### src/rtl/ram_port_arbiter_pkg.sv
// Shared types for the two-requester RAM port arbiter: FSM states and requester id.
package ram_port_arbiter_pkg;

  typedef enum logic {
    ST_INIT = 1'b0,
    ST_ARB  = 1'b1
  } state_t;

  localparam int ID_W = 1;
  localparam logic [ID_W-1:0] RQ0 = 1'b0;
  localparam logic [ID_W-1:0] RQ1 = 1'b1;

endpackage

### src/rtl/ram_port_arbiter_rd_tag_pipe.sv
// Read tag pipeline: carries {valid, requester id} alongside the RAM read latency.
module rd_tag_pipe
  import ram_port_arbiter_pkg::*;
#(
  parameter int RD_LATENCY = 2
) (
  input  logic            clk,
  input  logic            rst,
  input  logic            push_vld,
  input  logic [ID_W-1:0] push_id,
  output logic            pop_vld,
  output logic [ID_W-1:0] pop_id
);

  logic [RD_LATENCY-1:0] vld_p;
  logic [ID_W-1:0]       id_p [RD_LATENCY];

  always_ff @(posedge clk) begin
    if (!rst) begin
      vld_p <= '0;
    end else begin
      vld_p[0] <= push_vld;
      for (int i = 1; i < RD_LATENCY; i++) vld_p[i] <= vld_p[i-1];
    end
  end

  // Id only matters while its valid bit is set, so it is left unreset.
  always_ff @(posedge clk) begin
    id_p[0] <= push_id;
    for (int i = 1; i < RD_LATENCY; i++) id_p[i] <= id_p[i-1];
  end

  assign pop_vld = vld_p[RD_LATENCY-1];
  assign pop_id  = id_p[RD_LATENCY-1];

endmodule

### src/rtl/ram_port_arbiter.sv
// Round-robin sharing of one pipelined single-port RAM between two requesters,
// with optional zero-fill after reset and read-data routing by issue tag.
module ram_port_arbiter
  import ram_port_arbiter_pkg::*;
#(
  parameter int MEM_WIDTH     = 16,
  parameter int MEM_DEPTH     = 1024,
  parameter int ADDR_SIZE     = 10,
  parameter int RD_LATENCY    = 2,
  parameter int INIT_ON_RESET = 1
) (
  input  logic                 clk,
  input  logic                 rst,
  input  logic                 req0,
  input  logic                 req1,
  input  logic                 we0,
  input  logic                 we1,
  input  logic [ADDR_SIZE-1:0] addr0,
  input  logic [ADDR_SIZE-1:0] addr1,
  input  logic [MEM_WIDTH-1:0] wdata0,
  input  logic [MEM_WIDTH-1:0] wdata1,
  output logic                 gnt0,
  output logic                 gnt1,
  output logic                 rvalid0,
  output logic                 rvalid1,
  output logic [MEM_WIDTH-1:0] rdata,
  output logic                 rparity,
  output logic                 init_done,
  output logic                 ram_blk_select,
  output logic                 ram_wr_en,
  output logic                 ram_rd_en,
  output logic                 ram_addr_en,
  output logic                 ram_dout_en,
  output logic [ADDR_SIZE-1:0] ram_addr,
  output logic [MEM_WIDTH-1:0] ram_din,
  input  logic [MEM_WIDTH-1:0] ram_dout,
  input  logic                 ram_parity
);

  state_t                 state;
  logic [ADDR_SIZE-1:0]   init_cnt;
  logic [ID_W-1:0]        pref_q;
  logic                   en_q;
  logic [MEM_WIDTH-1:0]   rdata_q;
  logic                   rparity_q;

  logic                   win_vld;
  logic [ID_W-1:0]        win_id;
  logic                   win_we;
  logic [ADDR_SIZE-1:0]   win_addr;
  logic [MEM_WIDTH-1:0]   win_wdata;
  logic                   init_wr;
  logic                   rd_push;
  logic                   pop_vld;
  logic [ID_W-1:0]        pop_id;

  // en_q keeps every command quiet until the first edge with reset released.
  always_comb begin
    win_vld = 1'b0;
    win_id  = RQ0;
    if (en_q && state == ST_ARB) begin
      if (req0 && req1) begin
        win_vld = 1'b1;
        win_id  = pref_q;
      end else if (req0) begin
        win_vld = 1'b1;
        win_id  = RQ0;
      end else if (req1) begin
        win_vld = 1'b1;
        win_id  = RQ1;
      end
    end
  end

  assign win_we    = (win_id == RQ1) ? we1    : we0;
  assign win_addr  = (win_id == RQ1) ? addr1  : addr0;
  assign win_wdata = (win_id == RQ1) ? wdata1 : wdata0;
  assign init_wr   = en_q && (state == ST_INIT);
  assign rd_push   = win_vld && !win_we;

  always_comb begin
    ram_blk_select = 1'b0;
    ram_wr_en      = 1'b0;
    ram_rd_en      = 1'b0;
    ram_addr       = '0;
    ram_din        = '0;
    if (init_wr) begin
      ram_blk_select = 1'b1;
      ram_wr_en      = 1'b1;
      ram_addr       = init_cnt;
    end else if (win_vld) begin
      ram_blk_select = 1'b1;
      ram_wr_en      = win_we;
      ram_rd_en      = !win_we;
      ram_addr       = win_addr;
      ram_din        = win_we ? win_wdata : '0;
    end
  end

  assign gnt0        = win_vld && (win_id == RQ0);
  assign gnt1        = win_vld && (win_id == RQ1);
  assign ram_addr_en = en_q;
  assign ram_dout_en = en_q;
  assign init_done   = en_q && (state == ST_ARB);

  always_ff @(posedge clk) begin
    if (!rst) begin
      state    <= (INIT_ON_RESET != 0) ? ST_INIT : ST_ARB;
      init_cnt <= '0;
      pref_q   <= RQ0;
      en_q     <= 1'b0;
    end else begin
      en_q <= 1'b1;
      case (state)
        ST_INIT: begin
          if (init_wr) begin
            if (init_cnt == ADDR_SIZE'(MEM_DEPTH - 1)) state <= ST_ARB;
            else init_cnt <= init_cnt + 1'b1;
          end
        end
        ST_ARB: begin
          if (win_vld) pref_q <= ~win_id;
        end
        default: state <= ST_ARB;
      endcase
    end
  end

  rd_tag_pipe #(
    .RD_LATENCY(RD_LATENCY)
  ) u_rd_tag_pipe (
    .clk     (clk),
    .rst     (rst),
    .push_vld(rd_push),
    .push_id (win_id),
    .pop_vld (pop_vld),
    .pop_id  (pop_id)
  );

  // Returned word is forwarded in the exit cycle, then held until the next one.
  always_ff @(posedge clk) begin
    if (!rst) begin
      rdata_q   <= '0;
      rparity_q <= 1'b0;
    end else if (pop_vld) begin
      rdata_q   <= ram_dout;
      rparity_q <= ram_parity;
    end
  end

  assign rvalid0 = pop_vld && (pop_id == RQ0);
  assign rvalid1 = pop_vld && (pop_id == RQ1);
  assign rdata   = pop_vld ? ram_dout   : rdata_q;
  assign rparity = pop_vld ? ram_parity : rparity_q;

endmodule
### config.mk
export PLATFORM = sky130hd
export DESIGN_NAME = ram_port_arbiter
export DESIGN_NICKNAME = d
export VERILOG_FILES = /design/src/rtl/ram_port_arbiter_pkg.sv /design/src/rtl/ram_port_arbiter_rd_tag_pipe.sv /design/src/rtl/ram_port_arbiter.sv
export SDC_FILE = /design/constraint.sdc
export NUM_CORES = 1
export LEC_CHECK = 0
export CORE_AREA = 3 3 79 81
export CTS_BUF_LIST = sky130_fd_sc_hd__clkbuf_4 sky130_fd_sc_hd__clkbuf_8 sky130_fd_sc_hd__clkbuf_16
export DETAILED_ROUTE_END_ITERATION = 8
export DIE_AREA = 0 0 82 84
export PLACE_DENSITY_LB_ADDON = 0.3
export SLEW_MARGIN = 25
export SYNTH_ARGS = -nofsm -noshare
export SYNTH_HDL_FRONTEND = slang
export SYNTH_SLANG_ARGS = --single-unit
export TNS_END_PERCENT = 30
### constraint.sdc
create_clock -name clk -period 1.7 [get_ports clk]
set_input_delay 0.255 -clock clk [delete_from_list [all_inputs] [get_ports clk]]
set_output_delay 0.255 -clock clk [all_outputs]
set_load 0.03 [all_outputs]
==> impl_results.md, run 1 <==
* Post-DP HPWL at 4980 um
* Area after DPL at 0.00351 sq mm
* Outcome: complete, but fails checks
* Post-layout nets at 467
* Via count of the first global-routing pass at 2556
* Hold Path Origin: u_rd_tag_pipe.id_p[0][0]
* Finished Cell Area at 0.00407 sq mm
* Startpoint types: flip-flop
* Mapped Avg Cell Area at 8.41 sq um
* WHS Endpoint: u_rd_tag_pipe.id_p[0][1]
* Sink Count at 34
* Detailed Route Iter0 Violations at 71
* Pleak at 1.69 nW
* Pre-CTS setup slack at -0.214 ns
* Worst R2R Start: init_cnt[0]
* Fill cells at 391
* DRT Wirelength at 7450 um
* Crit Path Class: flip-flop to primary output
* #FFs+latches synth at 34
* Vias/cell at 5.19
* RSZ-0062 raised after global routing: true
* Yosys warnings at 0
* Final setup viols at 29
* Cell Pwr Density at 437 mW/mm^2
* Register-to-Register Path Depth at 5
* Clock Path Buffers at 2
* Slowest cell delay on critical path at 0.35 ns
* Antenna Cells at 0
* IO Port Bufs at 127
* Netlist cell types at 43
* Fin. Hold Viols at 0
* Area growth from synthesis to layout at 98.1%
* RR Endpoint: init_cnt[1]
* CTS buffer count at 5
* Fmax at 527 MHz
* Skew final at 0.00641 ns
* Die Area at 0.00689 sq mm
* Gr ovfl total at 0
* Site Rows at 27
* All-Layer GR Usage at 21.5%
* Sequential share of the synthesized area at 33.2%
* Initial antenna violation count at 0
* Number of iterations in the first detailed-routing pass at 4
* Seq. cell area at 686 sq um
* Die Height at 84 um
* Initial Util at 37.1%
* Gpl congestion at 0.831
* Multi-input gate area at 0.00151 sq mm
* Mapped Area at 0.00205 sq mm
* Layout cell share with drive strength beyond 1 at 44.6%
* Violated checks: setup timing
* Per-cell routed wire length at 16.1 um
* Clock Tree Root: clkbuf_8
* Syn Nets at 320
* Final Cycle Share at 112%
* DRC viols at 0
* Slew at the pin closest to its max-slew limit at 0.438 ns
* TritonCTS clock tree: built
* Core Area at 0.00554 sq mm
* Die width at 82 um
* Crit path time final at 1.90 ns
* Asr flop ratio synth at 0%
* Fin util at 73.4%
* R2R setup slack at 0.16 ns
* Clock transition at path regs at 0.07 ns
* Number of I/O pins at 128
* CP max FO at 6
* Crit-path slowest cell: dfxtp_4
* Cells after Synth at 244
* Max-cap check violation count at 0
* Clock Latency Late Sink at 0.29 ns
* First-pass GRT wire length at 11600 um
* Max_slew headroom at 70.8%
* Top_reg_cell synth: dfxtp_1
* CP endpoint kind: primary output
* Worst Path Arrival at 1.64 ns
* Via count at 2408
* Max IR drop VDD at 0.306 mV
* Post-synth EDFFs at 0
* Crit-path cells: and2_4 > nand3_4 > buf_6 > buf_12 > buf_12 > nand3_2 > nand3_2 > buf_6
* Hold Path Class: flip-flop to flip-flop
* Hold path depth at 0
* Final max-slew violation count at 0
* PnR worst setup slack at -0.197 ns
* Largest net degree at the start of global routing at 20
* Required @ worst endpoint at 1.44 ns
* H-tree Lvls at 2
* Routed Antenna Nets at 0
-- state kept, by name, summed over array words and instances, names as in the netlist --
register,flops
init_cnt,10
pref_q,1
ram_addr_en,1
rdata_q,16
rparity_q,1
state,1
u_rd_tag_pipe.id_p,2
u_rd_tag_pipe.vld_p,2
-- Yosys cell counts (2+ instances only) --
library cell,n,area (sq um)
a21oi_1,11,55.1
a21oi_2,8,70.1
a31o_2,2,17.5
and2_1,21,131
and3_1,4,25.0
buf_2,5,25.0
buf_4,5,37.5
buf_6,2,22.5
clkbuf_1,6,22.5
dfxtp_1,34,681
inv_1,3,11.3
mux2_2,17,191
nand2_1,28,105
nand2b_1,2,12.5
nand3_1,47,235
nand3_2,8,80.1
nor2_1,7,26.3
nor2b_1,3,18.8
nor3_1,3,15.0
o21a_1,2,15.0
o21ai_0,4,20.0
-- critical path, delay by kind of cell, from the launching register on --
family,cells,cell delay [ns]
simple gates,4,0.42
flops,1,0.35
buf+inv,4,0.57
-- timing repair --
item                       4_1_cts  5_1_grt
gates resized for setup         68       13
setup buffers                    6        1
gates cloned                     3        0
pin swaps                       21        6
hold buffers                     0        0
setup endpoints to repair       31       48
-- metal layers --
layer | GRT usage, % | wire length, um | vias to the layer above
met5 | 0 | 0 | -
met4 | 9.21 | 164 | 0
met3 | 8.32 | 777 | 15
met2 | 39.0 | 3770 | 127
met1 | 21.0 | 2740 | 1118
li1 | - | - | 1148
-- where the power goes --
part,internal [mW],total (mW),switching (mW)
Sequential,0.802,0.808,0.00631
Combinational,0.208,0.339,0.131
Clock,0.342,0.628,0.286
-- layout make-up --
type / count / share of cell area (%)
Clock buffer: 7 / 2.21
Clock inverter: 1 / 0.123
Inverter: 4 / 0.554
Multi-Input combinational cell: 186 / 37.2
Sequential cell: 34 / 16.9
Tap cell: 72 / 2.21
Timing Repair Buffer: 160 / 40.9
-- worst max path at each step --
stage	endpoint	slack, ns	startpoint
after floorplan	ram_addr[5]	0.0002	ram_addr_en
after global placement	ram_din[7]	-0.17	req0
after detailed placement	ram_din[7]	-0.21	req0
after CTS	ram_rd_en	-0.15	ram_addr_en
after global routing	ram_din[1]	-0.26	ram_addr_en
final	ram_addr[7]	-0.20	ram_addr_en
-- per-stage QoR --
stage	total power, mW	hold slack, ns	setup TNS [ns]	instances
after floorplan	0.909	0.283	0	244
after global placement	1.13	0.317	-3.87	446
after detailed placement	1.14	0.323	-5.09	446
after CTS	1.78	0.339	-3.41	463
after global routing	1.84	0.351	-6.44	464
final	1.78	0.349	-4.34	464
-- cell families after synthesis --
logic type	after synthesis	share of synthesized area, %
XOR/XNOR	1	0.427
AND/OR/NAND/NOR	128	34.8
AO/OA/AOI/OAI	38	13.4
buffers and inverters	24	7.80
multiplexers	18	9.81
adder cells (fa/ha/maj)	1	0.609
flip-flops	34	33.2
-- placed cells by master, fill, tap and decap left out, types with 2 or more instances in the layout --
cell / n
buf_6: 33
nor2b_1: 3
buf_16: 3
o21a_1: 2
and3_1: 4
dlygate4sd2_1: 4
a21oi_4: 8
nand3_1: 25
mux2_2: 17
and2_1: 19
a21oi_2: 9
dfxtp_1: 32
inv_1: 3
a21oi_1: 2
buf_12: 7
buf_4: 40
nor3_1: 3
nor2_1: 6
nand3_4: 6
clkbuf_8: 6
a31o_2: 2
clkdlybuf4s50_1: 72
nand3_2: 25
o21ai_0: 3
nand2_1: 27
and2_4: 2
Note: power is estimated with default switching activity, not from simulation.
==> inputs of run 2 (changes only) <==
Clock period 1.7 ns to 1.9 ns, I/O delays scaled along.
==> impl_results.md, run 2 (synthesized netlist as in run 1, its figures left out) <==
* Vias/cell at 5.17
* Area growth from synthesis to layout at 77.1%
* Initial antenna violation count at 0
* Fin util at 65.6%
* Largest net degree at the start of global routing at 29
* Outcome: finished, final reports clean
* Layout Cells excl Fill at 455
* Required @ worst endpoint at 1.62 ns
* Crit-path slowest cell: dfxtp_4
* Fill cells at 479
* PnR worst setup slack at 0.0423 ns
* Die Area at 0.00689 sq mm
* Gpl congestion at 0.797
* Per-cell routed wire length at 14.7 um
* Fmax at 538 MHz
* Startpoint types: flip-flop
* Post-layout nets at 459
* Crit path time final at 1.86 ns
* RSZ-0062 raised after global routing: true
* Detailed Route Iter0 Violations at 58
* Clock Path Buffers at 2
* CTS buffer count at 5
* R2R setup slack at 0.20 ns
* Post-DP HPWL at 5030 um
* H-tree Lvls at 2
* Cell Pwr Density at 414 mW/mm^2
* Slew at the pin closest to its max-slew limit at 0.409 ns
* Buf/Inv on CP at 3
* Initial Util at 37.1%
* Slowest cell delay on critical path at 0.35 ns
* Hold Path Class: flip-flop to flip-flop
* Gr ovfl total at 0
* Die Height at 84 um
* DRT Wirelength at 6680 um
* Final setup viols at 0
* Antenna Cells at 0
* Max_slew headroom at 72.5%
* DRC viols at 0
* Commonest cells after routing, fill and taps aside: clkdlybuf4s50_1 (74), nand3_1 (44), buf_4 (40)
* Crit Path Class: flip-flop to primary output
* Number of iterations in the first detailed-routing pass at 4
* CP top delay family: buffers and inverters
* IO Port Bufs at 127
* Placed cell count at 442
* All-Layer GR Usage at 18.8%
* CP endpoint kind: primary output
* CP dominant cell by count: buf_6
* Die width at 82 um
* Routed Antenna Nets at 0
* Max reg flops at 16
* Core Area at 0.00554 sq mm
* Post-CTS Hold Fix Bufs at 0
* Skew final at 0.00555 ns
* Crit-path cells: and2_4 > nand3_4 > inv_8 > buf_6 > nand3_2 > a21oi_2 > buf_6
* Final Cycle Share at 97.8%
* Number of I/O pins at 128
* Worst Path Arrival at 1.57 ns
* Clock Latency Late Sink at 0.28 ns
* Final max-slew violation count at 0
* Clock Tree Root: clkbuf_8
* Site Rows at 27
* Clock transition at path regs at 0.06 ns
* First-pass GRT wire length at 10300 um
* Commonest non-fill, non-tap cell in the layout: clkdlybuf4s50_1
* Max-cap check violation count at 0
* Multi-input gate area at 0.00127 sq mm
* Seq. cell area at 689 sq um
* Layout cell share with drive strength beyond 1 at 31.9%
* Fin. Hold Viols at 0
* Pleak at 1.58 nW
* Via count at 2351
* Pre-CTS setup slack at -0.0659 ns
* Max IR drop VDD at 0.312 mV
* Sink Count at 34
* Via count of the first global-routing pass at 2338
* Reg with most FFs: rdata_q
* TritonCTS clock tree: built
* Top flop regs: rdata_q: 16 flops, init_cnt: 10 flops
* CP max FO at 6
[run 2: cell count changes in the layout (fill, tap and decap cells not counted), moves of 3 or more]
cell	delta
buf_6	-21
nand3_1	+19
dlygate4sd2_1	+15
nand3_2	-14
a21oi_4	-8
a21oi_1	+6
nand3_4	-5
buf_16	-3
[run 2: report_power, final]
group / switching (mW) / leakage [nW] / internal, mW
Combinational: 0.0981 / 1.26 / 0.172
Sequential: 0.00632 / 0.276 / 0.716
Clock: 0.232 / 0.0452 / 0.280
Total: 0.336 / 1.58 / 1.17
[run 2: final cells by class]
| cell class | count | area share, % |
|---|---|---|
| Tap cell | 72 | 2.48 |
| Sequential cell | 34 | 19.0 |
| Inverter | 4 | 0.619 |
| Multi-Input combinational cell | 186 | 34.9 |
| Timing Repair Buffer | 152 | 40.7 |
| Clock buffer | 7 | 2.31 |
[run 2: worst paths after layout]
| check | start | endpoint | cells after the start |
|---|---|---|---|
| hold / removal | u_rd_tag_pipe.id_p[0][0] | u_rd_tag_pipe.id_p[0][1] | 0 |
| setup reg to reg | init_cnt[0] | init_cnt[0] | 5 |
| hold reg to reg | u_rd_tag_pipe.id_p[0][0] | u_rd_tag_pipe.id_p[0][1] | 0 |
| setup / recovery | state | ram_din[1] | 7 |
[run 2: worst reg2reg max path: stages (launching register included)]
cell and delay (ns):
dfxtp_1 0.41, ha_1 0.32, nand4_2 0.19, o31ai_1 0.44, xor2_1 0.18, nor2_1 0.05
[run 2: routing by layer]
metal | global-route usage [%] | wire length (um) | vias up | part of all wire [%]
met5 | 0 | 0 | - | 0
met4 | 7.70 | 189 | 0 | 2.8
met3 | 8.53 | 807 | 23 | 12
met2 | 32.3 | 3190 | 134 | 48
met1 | 19.4 | 2490 | 1059 | 37
li1 | - | - | 1135 | -
[run 2: stage by stage]
step	hold slack, ns	TNS [ns]	instance area (sq um)	total power, mW
floorplan	0.310	0	2060	0.809
global placement	0.314	-0.119	3400	1.00
detailed placement	0.318	-0.500	3400	1.00
CTS	0.339	-0.0134	3500	1.53
global route	0.353	-0.374	3640	1.58
finish	0.335	0	3640	1.50
[run 2: what timing repair did]
item | in CTS | in global routing
endpoints found under the setup margin | 47 | 25
setup buffers | 3 | 2
cloned | 0 | 1
pin swaps | 3 | 4
resized for setup | 27 | 23
